**src/rtl/icache_refill_pkg.sv**
```systemverilog
// rtl/icache_refill_pkg.sv - shared I-cache geometry and refill FSM state encoding
package icache_refill_pkg;

  localparam int ICACHE_S         = 7;
  localparam int ICACHE_B         = 5;
  localparam int ICACHE_WORD_BITS = 32;
  localparam int ICACHE_ADDR_BITS = 32;
  localparam int ICACHE_LINE_WORDS = 2 ** (ICACHE_B - 2);
  localparam int ICACHE_TAG_BITS  = ICACHE_ADDR_BITS - ICACHE_S - ICACHE_B;

  typedef enum logic [1:0] {
    IDLE  = 2'd0,
    REQ   = 2'd1,
    RECV  = 2'd2,
    WRITE = 2'd3
  } refill_state_e;

endpackage

```
**src/rtl/icache_refill.sv**
```systemverilog
// rtl/icache_refill.sv - I-cache line refill engine: one burst per miss, early restart, single-cycle line write
module icache_refill
  import icache_refill_pkg::*;
#(
  parameter int DATA_WIDTH  = ICACHE_WORD_BITS,
  parameter int ADDR_WIDTH  = ICACHE_ADDR_BITS,
  parameter int OFFSET_SIZE = ICACHE_LINE_WORDS,
  parameter int TAG_WIDTH   = ADDR_WIDTH - ICACHE_S - ICACHE_B
) (
  input  logic                              clk,
  input  logic                              reset,
  input  logic                              miss_req,
  input  logic [ADDR_WIDTH-1:0]             miss_addr,
  output logic                              busy,
  output logic                              refill_done,
  output logic [DATA_WIDTH-1:0]             crit_word,
  output logic                              crit_valid,
  output logic                              mem_arvalid,
  output logic [ADDR_WIDTH-1:0]             mem_araddr,
  output logic [7:0]                        mem_arlen,
  input  logic                              mem_arready,
  input  logic [DATA_WIDTH-1:0]             mem_rdata,
  input  logic                              mem_rvalid,
  input  logic                              mem_rlast,
  output logic                              mem_rready,
  output logic [ICACHE_S-1:0]               ram_addr,
  output logic [OFFSET_SIZE*DATA_WIDTH-1:0] ram_din,
  output logic                              ram_wen,
  output logic [TAG_WIDTH-1:0]              tag_din,
  output logic                              tag_wen,
  output logic                              burst_err
);

  localparam int CNT_WIDTH = $clog2(OFFSET_SIZE);
  localparam logic [CNT_WIDTH-1:0] LAST_BEAT = CNT_WIDTH'(OFFSET_SIZE - 1);

  refill_state_e          state_q, state_d;
  logic [CNT_WIDTH-1:0]   cnt_q;
  logic [ADDR_WIDTH-1:0]  addr_q;
  logic [DATA_WIDTH-1:0]  word_q [OFFSET_SIZE];
  logic                   err_q;

  logic                   capture;
  logic                   beat_accept;
  logic                   final_beat;
  logic                   unused_addr_bits;

  assign capture     = (state_q == IDLE) && miss_req;
  assign beat_accept = (state_q == RECV) && mem_rvalid;
  assign final_beat  = (cnt_q == LAST_BEAT);

  always_comb begin
    state_d = state_q;
    case (state_q)
      IDLE:    if (miss_req) state_d = REQ;
      REQ:     if (mem_arready) state_d = RECV;
      // An early rlast ends the burst; the unfilled words keep their cleared value.
      RECV:    if (mem_rvalid && (final_beat || mem_rlast)) state_d = WRITE;
      WRITE:   state_d = IDLE;
      default: state_d = IDLE;
    endcase
  end

  always_ff @(posedge clk) begin
    if (!reset) begin
      state_q <= IDLE;
      cnt_q   <= '0;
      addr_q  <= '0;
      err_q   <= 1'b0;
      for (int i = 0; i < OFFSET_SIZE; i++) word_q[i] <= '0;
    end else begin
      state_q <= state_d;
      if (capture) begin
        addr_q <= miss_addr;
        cnt_q  <= '0;
        for (int i = 0; i < OFFSET_SIZE; i++) word_q[i] <= '0;
      end
      if (beat_accept) begin
        word_q[cnt_q] <= mem_rdata;
        cnt_q         <= cnt_q + CNT_WIDTH'(1);
        if (mem_rlast != final_beat) err_q <= 1'b1;
      end
    end
  end

  assign busy        = (state_q != IDLE);
  assign mem_arvalid = (state_q == REQ);
  assign mem_rready  = (state_q == RECV);
  assign ram_wen     = (state_q == WRITE);
  assign tag_wen     = (state_q == WRITE);
  assign refill_done = (state_q == WRITE);
  assign burst_err   = err_q;
  assign mem_arlen   = 8'(OFFSET_SIZE - 1);

  assign mem_araddr = {addr_q[ADDR_WIDTH-1:ICACHE_B], {ICACHE_B{1'b0}}};
  assign ram_addr   = addr_q[ICACHE_S+ICACHE_B-1:ICACHE_B];
  assign tag_din    = addr_q[ADDR_WIDTH-1:ICACHE_S+ICACHE_B];

  // Early restart: the missed word leaves on the same cycle it arrives from the bus.
  assign crit_valid = beat_accept && (cnt_q == addr_q[ICACHE_B-1:2]);
  assign crit_word  = crit_valid ? mem_rdata : '0;

  for (genvar g = 0; g < OFFSET_SIZE; g++) begin : g_pack
    assign ram_din[g*DATA_WIDTH +: DATA_WIDTH] = word_q[g];
  end

  assign unused_addr_bits = ^addr_q[1:0];

endmodule
```
**config.mk**
```make
export PLATFORM = sky130hd
export DESIGN_NAME = icache_refill
export DESIGN_NICKNAME = d
export VERILOG_FILES = /design/src/rtl/icache_refill_pkg.sv /design/src/rtl/icache_refill.sv
export SDC_FILE = /design/constraint.sdc
export NUM_CORES = 1
export LEC_CHECK = 0
export CAP_MARGIN = 20
export CORE_AREA = 2 2 170 172
export DETAILED_ROUTE_END_ITERATION = 7
export DIE_AREA = 0 0 172 174
export GPL_TIMING_DRIVEN = 0
export MAX_ROUTING_LAYER = met4
export PLACE_DENSITY = 0.77
export REMOVE_ABC_BUFFERS = 1
export SLEW_MARGIN = 30
export SYNTH_ARGS = -nofsm -noshare
export SYNTH_HDL_FRONTEND = slang
export SYNTH_SLANG_ARGS = --single-unit
```
**constraint.sdc**
```tcl
create_clock -name clk -period 5.5 [get_ports clk]
set_clock_uncertainty 0.15 [all_clocks]
set_input_delay 1.1 -clock clk [delete_from_list [all_inputs] [get_ports clk]]
set_output_delay 1.1 -clock clk [all_outputs]
set_load 0.02 [all_outputs]
```
Word-level counts from Yosys, hierarchy flattened. Memories as Yosys holds them, arrays and structs flattened. Cells that the tools add are included. Widths: inputs -> output; s select.

Register bits: 38. RAM bits: 256. Output and inout bits: 363. Logic and storage cells: 59. Memories kept: 1.

Add/sub/neg operators: 1. Eq/ne operators: 9. Multiplexer cells: 25. Bitwise operators: 8. Reductions and logical operators: 11.

Memories: word_q (words 8, width 32, rd ports 8, clocked after memory_dff 0, wr ports 8, RTL line icache_refill.sv:40) `logic [DATA_WIDTH-1:0] word_q [OFFSET_SIZE];`.

Operators with widths (number): $mux 32 (10); $reduce_or 32->1 (1); $mux 3 (3); $mux 1 (8); $or 1x1->1 (8); $pmux 2 s4 (1); $mux 2 (3); $eq 2x2->1 const B (2); $logic_and 1x1->1 (4); $ne 2x1->1 const B (2); $reduce_bool 2->1 (2); $add 3x1->3 const B (1); $eq 3x3->1 (1); $eq 3x3->1 const B (1); $reduce_and 3->1 (1); $eq 2x1->1 const B (1); $logic_not 2->1 (1); $ne 2x2->1 const B (1); $reduce_and 2->1 (1); $logic_or 1x1->1 (1); $ne 1x1->1 (1).

Logic depth before layout (Yosys ltp).
Depth in word-level cells: 7. Depth in mapped cells: 7. Depth with buffers taken out: 7.

Worst setup path after synthesis. No wires, ideal clock.

Path type: input -> register. Start: input reset. End: memory word_q[5][0] (netlist bit) (enable). Setup time: 466 ps. Arrival: 3558 ps. Required time: 4884 ps. Slack: 1327 ps. Cell stages on the path: 2. Path buffers: 0. Cells stage by stage: nand4b_4 o21ai_0.

RTL lines: from (decl) (RTL line icache_refill.sv:11) `input logic reset,`; to (decl) (RTL line icache_refill.sv:40).

Final worst setup path.
Start: input mem_rvalid. End: output crit_word[17].

Cells in the longest elaborated chain, start to end: 3.

Ends and longest elaborated chain: from (decl) (RTL line icache_refill.sv:23) `input logic mem_rvalid,`; $logic_and 1x1->1 (RTL line icache_refill.sv:49) `assign beat_accept = (state_q == RECV) && mem_rvalid;`; $logic_and 1x1->1 (RTL line icache_refill.sv:100) `assign crit_valid = beat_accept && (cnt_q == addr_q[ICACHE_B-1:2]);`; $mux 32 (RTL line icache_refill.sv:101) `assign crit_word = crit_valid ? mem_rdata : '0;`; to (decl) (RTL line icache_refill.sv:16) `output logic [DATA_WIDTH-1:0] crit_word,`.

Every way passes these cells.

==> impl_metrics.py <==
metrics = {
    "cells_and_area": {
        "final_util_pct": 61.9,
        "nets": 1293,
        "n_antenna_cell": 0,
        "fillers": 2127,
        "drive_gt1_share_pct": 7.43,
        "design_area_um2": 17500,
        "area_growth_pct": 47.8,
    },
    "floorplanning": {
        "io_pins": 433,
        "die_w_um": 172,
        "rows": 62,
        "initial_utilization_pct": 41.8,
        "core_area_um2": 28200,
        "die_area_um2": 29900,
        "die_h_um": 174,
    },
    "critical_path": {
        "cpMostUsedCell": "clkdlybuf4s50_1",
        "timing.critical_path.from": "mem_rvalid",
        "r2r_cells": 7,
        "timing.critical_path.to": "crit_word[17]",
        "cpMaxStageDelayCell": "clkdlybuf4s50_1",
        "timing.rr.end": "word_q[3][6]$_SDFFCE_PN0P_",
        "slowest_delay_ns": 0.72,
        "worst_setup_path_end_kind": "output port",
        "path_cells": "clkdlybuf4s50_1, nand2_2, nor4_4, buf_4, and2_1, clkdlybuf4s50_1",
        "r2r_start": "state_q[1]$_SDFFE_PN0P_",
        "path_class": "input pin to output port",
        "crit_buf_inv": 3,
        "rrSetupSlack_ns": 2.30,
        "path_max_fanout": 12,
        "cp-start-kind": "input pin",
        "worstPathRequired_ns": 4.25,
        "worst_path_dominant_cell_family": "buffers and inverters",
        "crit_cells": 6,
        "cp_data_arrival_time_ns": 3.72,
    },
    "power_and_ir_drop": {
        "p_per_area_nw_per_um2": 422,
        "fin_total_pwr_mw": 7.37,
        "power_leakage_nw": 6.60,
        "irDropWorstVdd_mv": 0.278,
    },
    "cts": {
        "clk_pin_slew_ns": 0.06,
        "clk_latency_ns": 0.55,
        "cts_resized": 0,
        "post_cts_buffers": 0,
        "cts_buffers": 30,
        "cts_max_path_buffers": 3,
        "cts.sinks": 292,
        "postCtsHoldBufs": 0,
        "htreeDepth": 1,
        "clock-root-buffer": "clkbuf_16",
        "cts_tree": "yes",
    },
    "global_routing": {
        "grt_max_degree": 41,
        "overflow": 0,
        "first_global_vias": 7719,
        "grt_first_pass_wirelength_um": 48900,
        "grt_antenna_before_repair": 0,
        "grt_usage_pct": 22.9,
    },
    "timing": {
        "worst_slew_pin_slew_ns": 0.801,
        "finalCritPeriodShare_pct": 90.4,
        "fin_crit_ns": 4.97,
        "fmax_mhz": 201,
        "finalSetupViolations": 0,
        "rsz0062_at_grt": "false",
        "hold_viol_final": 0,
        "max-slew-margin-rel_pct": 46.6,
        "slew_violations": 0,
    },
    "placement": {
        "gp_congestion": 0.759,
        "dpl_cell_area_um2": 16500,
        "hpwl_um": 24400,
        "io_buffers": 417,
    },
    "route": {
        "drtIter0Drc": 414,
        "drt-total-wl_um": 34000,
        "drt-pass1-iter-count": 4,
        "drc": 0,
        "via_per_inst": 4.72,
        "via_count": 7668,
        "ant_nets": 0,
        "drt-wirelength-per-cell_um": 21.0,
    },
    "min_path": {
        "hp-class": "flop to flop",
    },
    "synthesis": {
        "synth.distinct_cells": 31,
        "synth_area_um2": 11800,
        "syn_inst": 841,
        "avgSynthCellArea_um2": 14.0,
        "synth-seq-cells": 292,
        "synth-seq-area-share_pct": 71.2,
        "yosys_warnings": 0,
    },
    "flow_run": {
        "maxCapViolCount": 0,
    },
    "status": {
        "status": "finished, final reports clean",
    },
}
-- worst min-delay path by stage --
stage,startpoint,endpoint,slack (ns),cells past startpoint
floorplan,addr_q[2]$_SDFFE_PN0P_,addr_q[2]$_SDFFE_PN0P_,0.31,2
global placement,addr_q[3]$_SDFFE_PN0P_,addr_q[3]$_SDFFE_PN0P_,0.32,2
detailed placement,addr_q[3]$_SDFFE_PN0P_,addr_q[3]$_SDFFE_PN0P_,0.32,2
CTS,addr_q[4]$_SDFFE_PN0P_,addr_q[4]$_SDFFE_PN0P_,0.33,2
global route,addr_q[4]$_SDFFE_PN0P_,addr_q[4]$_SDFFE_PN0P_,0.35,2
finish,addr_q[3]$_SDFFE_PN0P_,addr_q[3]$_SDFFE_PN0P_,0.33,2
-- worst register-to-register path, cell delays in order (launching register included) --
cell     delay, ns
dfxtp_1       0.39
inv_1         0.08
ha_1          0.25
nand2_2       0.51
and2_1        0.76
o21ai_4       0.34
buf_16        0.27
buf_16        0.17
-- through the flow --
| stage | std cells | setup slack (ns) | hold WS (ns) | setup TNS (ns) |
|---|---|---|---|---|
| 2_1_floorplan | 744 | 1.32 | 0.305 | 0 |
| 3_3_place_gp | 1545 | -2.78 | 0.320 | -551.31 |
| 3_5_place_dp | 1568 | 0.499 | 0.323 | 0 |
| 4_1_cts | 1623 | 0.498 | 0.332 | 0 |
| 5_1_grt | 1623 | 0.395 | 0.347 | 0 |
| 6_report | 1623 | 0.527 | 0.329 | 0 |
-- power by group --
group	internal [mW]	switching, mW
clock	1.21	0.835
sequential	2.90	0.144
combinational	0.983	1.30
total	5.09	2.27
-- synth_stat cells (all sizes together) --
cell type  number  share of area [%]
dfxtp          36                6.1
a31oi           1              0.053
nor3            2               0.17
a221o           1              0.085
nand4           1               0.18
o31ai           1              0.064
a21boi         32                2.0
nand4b          1               0.20
ha              7               0.74
clkbuf         36                1.4
nand3           4               0.17
nand2b          5               0.26
and2          290                 15
mux2i           1              0.085
nor2b           2               0.11
inv             6               0.19
xor2            3               0.22
nor4            1               0.18
and3            1              0.053
nor2            7               0.22
buf            72                4.5
conb            2              0.064
edfxtp        256                 65
o21a            1              0.064
a21oi           1              0.042
nand2          65                2.1
o21ai           6               0.25
-- layout by cell type (no fill, tap or decap), types with 5 or more instances in the layout --
cell type        Yosys  layout
dfxtp_1             36      36
and2_1             289     289
clkinv_1             0       5
inv_1                6       6
ha_1                 7       7
edfxtp_1           256     256
conb_1               2      13
a21boi_0            32      32
clkdlybuf4s50_1      0     416
nor2_4               0       6
clkbuf_16            0      31
buf_16               0      16
nand2_1             64      63
o21ai_4              0       6
clkinv_2             0       7
-- sequential cells by signal (all words and copies together), names as in the netlist --
register   flops
cnt_q          3
burst_err      1
state_q        2
addr_q        30
word_q       256
-- kinds of logic (layout without fill, tap and decap cells) --
logic type / after synthesis / in the layout / share of synthesized area [%]
multiplexers: 1 / 1 / 0.0847
XOR/XNOR: 3 / 3 / 0.222
flip-flops: 292 / 292 / 71.2
AND/OR/NAND/NOR: 379 / 379 / 19.0
AO/OA/AOI/OAI: 43 / 43 / 2.59
adder cells (fa/ha/maj): 7 / 7 / 0.741
other: 2 / 13 / 0.0636
buffers and inverters: 114 / 501 / 6.14
-- area by class of cell --
class | count | area [µm²] | area share [%]
clock buffers | 35 | 791 | 4.53
clock inverters | 20 | 204 | 1.17
inverters | 6 | 22.5 | 0.129
multi-input cells | 446 | 2870 | 16.4
flip-flops and latches | 292 | 8410 | 48.1
well taps | 384 | 480 | 2.75
repair buffers | 440 | 4700 | 26.9
-- routing by layer --
layer	global-route usage (%)	routed length, µm	share of wire [%]	up-vias
met5	-	0	0	-
met4	6.20	830	2.4	0
met3	4.67	2680	7.9	66
met2	39.6	17300	51	388
met1	27.1	13200	39	3701
li1	-	-	-	3513
No activity file was read; power rests on OpenSTA's default activity.
